$ cat src/rtl/fetch_unit.sv
// fetch_unit: program counter, one-cycle ROM latency absorption and a two-entry
// output/skid buffer toward decode; redirects flush everything in flight.
`default_nettype none

module fetch_unit #(
  parameter int                       ADDRESS_WIDTH = 32,
  parameter int                       DATA_WIDTH    = 32,
  parameter logic [ADDRESS_WIDTH-1:0] RESET_PC      = '0
) (
  input  logic                     clk,
  input  logic                     rst,
  output logic [ADDRESS_WIDTH-1:0] imem_addr,
  input  logic [DATA_WIDTH-1:0]    imem_rdata,
  input  logic                     redirect_valid,
  input  logic [ADDRESS_WIDTH-1:0] redirect_pc,
  output logic                     out_valid,
  input  logic                     out_ready,
  output logic [ADDRESS_WIDTH-1:0] out_pc,
  output logic [DATA_WIDTH-1:0]    out_instr
);

  logic [ADDRESS_WIDTH-1:0] pc;
  logic                     inflight_valid;
  logic [ADDRESS_WIDTH-1:0] inflight_pc;
  logic                     skid_valid;
  logic [ADDRESS_WIDTH-1:0] skid_pc;
  logic [DATA_WIDTH-1:0]    skid_instr;

  logic out_free;
  logic skid_valid_next;
  logic issue;

  assign imem_addr = pc;

  always_comb begin
    out_free        = !out_valid || out_ready;
    skid_valid_next = skid_valid;
    if (out_free) begin
      // The skid only stays occupied if it drained into the output and a
      // response arrived behind it.
      skid_valid_next = skid_valid && inflight_valid;
    end else begin
      skid_valid_next = skid_valid || inflight_valid;
    end
    issue = !skid_valid_next;
  end

  always_ff @(posedge clk) begin
    if (rst) begin
      pc             <= RESET_PC;
      inflight_valid <= 1'b0;
      inflight_pc    <= '0;
      out_valid      <= 1'b0;
      out_pc         <= '0;
      out_instr      <= '0;
      skid_valid     <= 1'b0;
      skid_pc        <= '0;
      skid_instr     <= '0;
    end else if (redirect_valid) begin
      pc             <= redirect_pc & ~ADDRESS_WIDTH'(3);
      inflight_valid <= 1'b0;
      out_valid      <= 1'b0;
      skid_valid     <= 1'b0;
    end else begin
      if (out_free) begin
        if (skid_valid) begin
          out_valid <= 1'b1;
          out_pc    <= skid_pc;
          out_instr <= skid_instr;
        end else if (inflight_valid) begin
          out_valid <= 1'b1;
          out_pc    <= inflight_pc;
          out_instr <= imem_rdata;
        end else begin
          out_valid <= 1'b0;
        end
      end

      if (inflight_valid && (!out_free || skid_valid)) begin
        skid_valid <= 1'b1;
        skid_pc    <= inflight_pc;
        skid_instr <= imem_rdata;
      end else if (out_free) begin
        skid_valid <= 1'b0;
      end

      if (issue) begin
        inflight_valid <= 1'b1;
        inflight_pc    <= pc;
        pc             <= pc + ADDRESS_WIDTH'(4);
      end else begin
        inflight_valid <= 1'b0;
      end
    end
  end

endmodule

`default_nettype wire

$ cat config.mk
export PLATFORM = sky130hd
export DESIGN_NAME = fetch_unit
export DESIGN_NICKNAME = d
export VERILOG_FILES = /design/src/rtl/fetch_unit.sv
export SDC_FILE = /design/constraint.sdc
export NUM_CORES = 1
export LEC_CHECK = 0
export ABC_AREA = 1
export CAP_MARGIN = 10
export CORE_UTILIZATION = 35
export DETAILED_ROUTE_END_ITERATION = 8
export MAX_ROUTING_LAYER = met4
export PLACE_DENSITY_LB_ADDON = 0.3
export SLEW_MARGIN = 20
export SYNTH_ARGS = -nofsm -noshare
export SYNTH_HDL_FRONTEND = slang
export SYNTH_SLANG_ARGS = --single-unit
$ cat constraint.sdc
create_clock -name clk -period 2.7 [get_ports clk]
set_input_delay 0.27 -clock clk [delete_from_list [all_inputs] [get_ports clk]]
set_output_delay 0.27 -clock clk [all_outputs]
set_load 0.01 [all_outputs]
---- After elaboration in Yosys (flattened, before gate mapping) ----
Index checks and enable logic that the tools add are counted.
storage, ports and cells
  bits of input ports ..................... 68
  word-level logic and storage cells ...... 39
  output and inout port bits .............. 97
  bits in registers ....................... 195
operators by class
  multiplexer cells ....................... 12
  reductions and logical operators ........ 13
  eq/ne operators ......................... 1
  bitwise gates (word level) .............. 2
  $add $sub $neg .......................... 1
operator list
  operator                                                         number
  32-bit two-way mux                                               6
  32-bit by 3-bit adder with 32-bit output, second input constant  1
  1-bit two-way mux                                                6
  2-bit AND reduction                                              2
  2-bit nonzero test                                               2
  1-bit logical OR                                                 3
  3-bit AND reduction                                              1
  1-bit logical AND                                                2
  1-bit logical NOT                                                2
  2-bit != test, second input constant                             1
  1-bit NOT                                                        2
  2-bit OR reduction                                               1

---- Longest topological paths before layout ----
Gate-level depths: netlist of the first run.
  depth after elaboration ................. 6
  depth in mapped cells ................... 11
  mapped depth without buffers ............ 10

---- Least setup slack after synthesis of the first run ----
No wires, ideal clock.
  path kind ............................... reg2reg
  start point ............................. register pc[2] (netlist: imem_addr[2])
  end point ............................... register pc[20] (netlist: imem_addr[20])
  clock period less this slack ............ 1510 ps
  arrival ................................. 1379 ps
  slack ................................... 1190 ps
  required time ........................... 2569 ps
  cell stages (with the launch flop) ...... 9
  path buffers ............................ 0
  library setup time ...................... 131 ps
  cells stage by stage .................... dfxtp_1 ha_1 nand3_1 inv_1 nand2_1 nor2_1 nand3_1 nand3_1 o21ai_0
between the ends
  longest elaborated chain between the ends .. 3
RTL lines
  element                                   RTL line  text
  start: declaration                        22        logic [ADDRESS_WIDTH-1:0] pc;
  start signal: assignment                  60        pc <= redirect_pc & ~ADDRESS_WIDTH'(3);
  start signal: assignment                  90        pc <= pc + ADDRESS_WIDTH'(4);
  32-bit by 3-bit adder with 32-bit output  90
  32-bit two-way mux                        87        if (issue) begin
  32-bit two-way mux                        59        end else if (redirect_valid) begin
Every way passes these cells. The select of a mux whose other input is x is not followed.
A chain may end at the register's enable or synchronous reset.

---- Worst setup path after layout of the first run ----
  start point ............................. register skid_valid
  end point ............................... register skid_pc[2]
between the ends
  longest elaborated chain between the ends .. 3
RTL lines
  element                               RTL line  text
  start: declaration                    25        logic skid_valid;
  start signal: assignment              56        skid_valid <= 1'b0;
  start signal: assignment              63        skid_valid <= 1'b0;
  start signal: assignment              80        skid_valid <= 1'b1;
  1-bit logical OR                      79        if (inflight_valid && (!out_free || skid_valid)) begin
  1-bit logical AND                     79
  2-bit AND reduction (no source line)  --
  end signal: assignment                81        skid_pc <= inflight_pc;
  end: declaration                      26        logic [ADDRESS_WIDTH-1:0] skid_pc;
Every way passes these cells.

==> results of run 1 <==
-- cell usage in the layout (no fill, tap or decap), types with 3 or more instances in the layout --
master           count
a21oi_1            166
a22oi_1             11
a31oi_1              3
buf_4               14
clkbuf_16           17
clkdlybuf4s50_1    157
clkinv_2             3
clkinv_4             4
conb_1               4
dfxtp_1            186
inv_1              122
inv_2                5
inv_6                4
nand2_1            216
nand2_2              4
nand2_4              3
nand3_1             92
nand4_1              5
nor2_1              36
nor2_2               4
nor3_1               5
o21ai_0            175
o21ai_1              6
xor2_1              10
-- sequential cells by signal (all words and copies together), names as in the netlist --
signal / flops
inflight_valid: 1
imem_addr: 30
inflight_pc: 30
out_valid: 1
skid_valid: 1
skid_pc: 30
out_instr: 32
out_pc: 30
skid_instr: 32
-- area by class of cell --
type	instances	share of cell area [%]
Tap cell	313	3.71
Clock buffer	19	4.20
Timing Repair Buffer	174	16.3
Sequential cell	187	35.5
Clock inverter	13	1.28
Inverter	129	4.61
Multi-Input combinational cell	755	34.4
-- logic make-up (layout without fill, tap and decap cells) --
family                   after synthesis  in the layout  share of synthesized area (%)
AO/OA/AOI/OAI                        367            367                           23.0
buffers and inverters                212            335                           10.7
adder cells (fa/ha/maj)                1              1                          0.152
AND/OR/NAND/NOR                      373            373                           19.6
XOR/XNOR                              10             10                           1.07
flip-flops                           187            187                           45.5
other                                  1              4                         0.0456
-- worst max-delay path: stages (launching register included) --
cell and delay, ps:
dfxtp_2 450, o211ai_4 840, buf_4 330, o21ai_0 90, a21oi_1 150
-- per-stage QoR --
step	total power [mW]	std cells	cell area (µm²)	worst slack, ps	util [%]
after CTS	6.08	1590	10500	743	46.2
final	6.01	1590	10500	756	46.2
after floorplan	3.29	1154	8230	1190	-
after global placement	3.60	1558	9970	440	43.6
after detailed placement	3.61	1558	9970	403	43.6
after global routing	6.27	1590	10500	538	46.2
-- power groups by stage --
stage	clock network (mW)	logic, mW	registers [mW]
final	2.46	0.606	2.94
after detailed placement	0	0.606	3.00
after floorplan	0	0.301	2.99
after CTS	2.53	0.610	2.94
after global placement	0	0.599	3.00
after global routing	2.65	0.674	2.95
-- per-layer routing --
metal	wire, µm	up-vias
met5	0	-
met3	1080	20
met1	11600	3533
met2	10200	194
li1	-	4005
met4	233	0
-- how the worst min path moves through the flow --
| stage | from | end | slack (ps) | cells after the start |
|---|---|---|---|---|
| detailed placement | skid_pc[11]$_SDFFE_PP0P_ | skid_pc[11]$_SDFFE_PP0P_ | 440 | 2 |
| global route | rst | imem_addr[4]$_SDFFE_PP0P_ | 190 | 2 |
| floorplan | skid_pc[10]$_SDFFE_PP0P_ | skid_pc[10]$_SDFFE_PP0P_ | 420 | 2 |
| global placement | skid_pc[23]$_SDFFE_PP0P_ | skid_pc[23]$_SDFFE_PP0P_ | 430 | 2 |
| CTS | rst | imem_addr[18]$_SDFFE_PP0P_ | 150 | 2 |
| finish | rst | imem_addr[16]$_SDFFE_PP0P_ | 160 | 2 |
==> results.yml, run 1 <==
run_status:
  run_status: "finished clean"
placement:
  io_buffers: 158
  globalplace.congestion: 0.916
  detailedPlacementHpwl_mm: 15.5
die:
  placeable_core_region_um2: 22800
  dieArea_um2: 24100
  die_x_um: 155
  top_level_ports: 165
  placement_rows: 55
  y_dimension_of_the_die_um: 155
  initial_core_utilization_pct: 36.0
critical_path:
  endpoint_kind: "flip-flop"
  regToRegSetupSlack_ps: 760
  setup.worst_path.end: "skid_pc[2]$_SDFFE_PP0P_"
  path_class: "reg -> reg"
  critical_path.reg2reg.endpoint: "skid_pc[2]$_SDFFE_PP0P_"
  timing.critical_path.from_type: "flip-flop"
  r2r.worst_path.cells: 4
  worstPathRequired_ps: 3050
  critical_path_start: "skid_valid$_SDFFE_PP0P_"
  crit-reg2reg-launch: "skid_valid$_SDFFE_PP0P_"
  worstPathMaxFanout: 34
  cp.arrival_ps: 2290
drt:
  via_per_inst: 4.88
  routed_wirelength_mm: 23.1
  drtAntennaViolNets: 0
  dr.first_iter.drc_count: 615
  drt-wirelength-per-cell_um: 14.5
  drc_violations_left: 0
  vias: 7752
  drt-pass1-iter-count: 5
pwr:
  logic_gate_share_of_total_power_pct: 10.1
  power.switching_mw: 1.55
  leakagePower_nw: 3.70
  p_int_mw: 4.46
  relative_contribution_of_sequential_cells_to_total_power_pct: 48.9
  p_sw_share_pct: 25.8
  ir_drop_v: 0.000421
  power.density_cell_area_nw_per_um2: 569
  power.share.clock_pct: 41.0
clock_tree:
  clock-root-buffer: "clkbuf_16"
  tritoncts.num_buffers: 17
  h-tree-depth: 4
  clkTransAtPathRegs_ps: 70
  clkSinkCount: 187
  postCtsResizedCells: 0
  cts_post_setup_buffers_inserted: 0
  cts-hold-fix-buffers: 0
  clk_latency_ps: 420
  clock_tree_from_tritoncts: "built"
  cts.path.max_buffers: 2
timing:
  maxSlewHeadroom_pct: 34.8
  fin_setup_tns_ps: 0
  fmaxAchievable_mhz: 514
  setup_viol: 0
  grt_setup_unrepaired: "false"
  finalClockSkew_ps: 9.39
  post-route-period-util_pct: 72.0
  timing_hold_violations_final: 0
  worst_pin_slew_ps: 973
  report.final.slew_viol_count: 0
  min_period_ps: 1940
  hold-worst-slack_ps: 164
yosys:
  yosys.cell_count.top_type: "nand2_1"
  synth.ff_latch_count: 187
  synth_seq_area_share_pct: 45.5
  synth_cells: 1151
  post_synth_num_cell_types: 35
  syn_area_um2: 8220
  synth.top_cells.by_area: "dfxtp_1 46%, o21ai_0 11%, a21oi_1 10%"
  number_of_enable_flip_flop_cells_after_synthesis: 0
  synth_async_sr_flop_share_pct: 0
  yosysWarningCount: 0
  synth.top_cell.area_share_pct: 45.5
  synthDominantAreaCellType: "dfxtp_1"
  postSynthAreaPerCell_um2: 7.14
  synth_common_cells: "218 x nand2_1, 187 x dfxtp_1, 175 x o21ai_0, 166 x a21oi_1, 123 x inv_1"
  post_synth_top_flop: "dfxtp_1"
grt:
  busiest_layer: "met2"
  grt_overflow: 0
  grt_pass1_wl_mm: 37.7
  met2_usage_pct: 30.7
  grt_use_met3_pct: 3.68
  grt_usage_pct: 20.3
  use_met1_pct: 27.7
  initial_antenna_violation_count: 0
  grt_start_max_net_pins: 76
  grt_pass1_vias: 7144
layout:
  post_route_cells_drive_above_1_share_pct: 5.72
  multiInputGateArea_um2: 3620
  antenna_cells_inserted: 0
  nFillCells: 2375
  finalNetCount: 1333
  seq_cell_area_um2: 3740
  syn2layout_area_growth_pct: 28.3
worst_hold_path:
  timing.hold.worst.class: "in -> reg"
run:
  cap_violations: 0
Power figures use the tool's default switching activity.
==> run 2, diff against run 1 <==
==> constraint.sdc (replaced) <==
create_clock -name clk -period 1.9 [get_ports clk]
set_input_delay 0.19 -clock clk [delete_from_list [all_inputs] [get_ports clk]]
set_output_delay 0.19 -clock clk [all_outputs]
set_load 0.01 [all_outputs]
==> results.yml, run 2 (synthesis results as in run 1) <==
clock_tree:
  h-tree-depth: 4
  cts_post_setup_buffers_inserted: 0
  postCtsResizedCells: 0
  cts.path.max_buffers: 2
  clock_tree_from_tritoncts: "built"
  tritoncts.num_buffers: 17
  cts-hold-fix-buffers: 0
  clkSinkCount: 187
  clock-root-buffer: "clkbuf_16"
  clk_latency_ps: 440
  clkTransAtPathRegs_ps: 80
drt:
  drt-wirelength-per-cell_um: 14.4
  drt-pass1-iter-count: 4
  drtAntennaViolNets: 0
  routed_wirelength_mm: 23.2
  drc_violations_left: 0
  vias: 7876
  dr.first_iter.drc_count: 585
  via_per_inst: 4.88
timing:
  setup_viol: 0
  report.final.slew_viol_count: 0
  fmaxAchievable_mhz: 567
  min_period_ps: 1760
  timing_hold_violations_final: 0
  grt_setup_unrepaired: "false"
  finalClockSkew_ps: 12.3
  worst_pin_slew_ps: 964
  fin_setup_tns_ps: 0
  post-route-period-util_pct: 92.9
  maxSlewHeadroom_pct: 35.7
layout:
  layout.cells.non_filler: 1613
  largest_registers: "out_instr x32, skid_instr x32"
  finalNetCount: 1356
  post_route_cells_drive_above_1_share_pct: 7.62
  final_common_cell: "nand2_1"
  syn2layout_area_growth_pct: 31.4
  final_cell_area_um2: 10800
  final_cell_mix: "216 x nand2_1, 184 x dfxtp_1, 175 x o21ai_0"
  antenna_cells_inserted: 0
placement:
  number_of_placed_instances_with_taps_included: 1581
  io_buffers: 158
  detailedPlacementHpwl_mm: 15.8
  placed_area_um2: 10200
  globalplace.congestion: 0.898
critical_path:
  path_delay_family: "buffers and inverters"
  regToRegSetupSlack_ps: 200
  crit_buf_inv: 1
  worstPathRequired_ps: 1710
  path_class: "reg -> out"
  cp.arrival_ps: 1570
  crit_path_top_delay_cell: "clkdlybuf4s50_1"
  critical-path-max-stage-delay_ps: 610
  endpoint_kind: "output pin"
  crit_path_cell_trace: "clkdlybuf4s50_1"
  timing.critical_path.from_type: "flip-flop"
  worstPathMaxFanout: 8
pwr:
  totalPowerFinal_mw: 8.56
  power.density_cell_area_nw_per_um2: 793
  ir_drop_v: 0.000625
  leakagePower_nw: 3.86
die:
  y_dimension_of_the_die_um: 155
  initial_core_utilization_pct: 36.0
  die_x_um: 155
  top_level_ports: 165
  dieArea_um2: 24100
  placeable_core_region_um2: 22800
  placement_rows: 55
run:
  cap_violations: 0
run_status:
  run_status: "finished clean"
grt:
  grt_start_max_net_pins: 83
  grt_pass1_vias: 7284
  grt_usage_pct: 20.0
  grt_pass1_wl_mm: 37.4
  initial_antenna_violation_count: 0
  grt_overflow: 0
worst_hold_path:
  timing.hold.worst.class: "in -> reg"
run 2: where the power goes:
part	leakage (nW)	total, mW	switching (mW)	internal, mW
registers	1.52	4.16	0.110	4.05
clock network	0.286	3.48	1.73	1.75
logic	2.05	0.925	0.486	0.440
total	3.86	8.56	2.32	6.24
run 2: cell type report:
class | instances | area, µm²
tap | 313 | 392
sequential | 187 | 3750
timing repair buffer | 197 | 1970
inverter | 129 | 487
fill | 2348 | 12000
clock inverter | 15 | 151
multi-input combinational | 755 | 3630
clock buffer | 17 | 425
run 2: metal layers:
layer | track usage (%) | wire length [µm]
met4 | 6.82 | 454
met5 | - | 0
met1 | 27.8 | 11600
met3 | 3.15 | 1080
met2 | 29.5 | 10000
run 2: path summary, 6_finish.rpt:
kind,start,end,cells after the start
worst max-delay path,imem_addr[23]$_SDFFE_PP0P_,imem_addr[23],1
worst min-delay path,rst,skid_pc[6]$_SDFFE_PP0P_,4
worst max register to register,imem_addr[4]$_SDFFE_PP0P_,imem_addr[29]$_SDFFE_PP0P_,9
worst min register to register,skid_pc[10]$_SDFFE_PP0P_,skid_pc[10]$_SDFFE_PP0P_,2
run 2: per-stage QoR:
stage	hold WS (ps)	setup slack, ps	util (%)
4_1_cts	239	129	47.2
2_1_floorplan	353	390	-
6_report	260	135	47.3
3_3_place_gp	429	7.61	44.7
5_1_grt	294	6.30	47.3
3_5_place_dp	434	-6.56	44.7
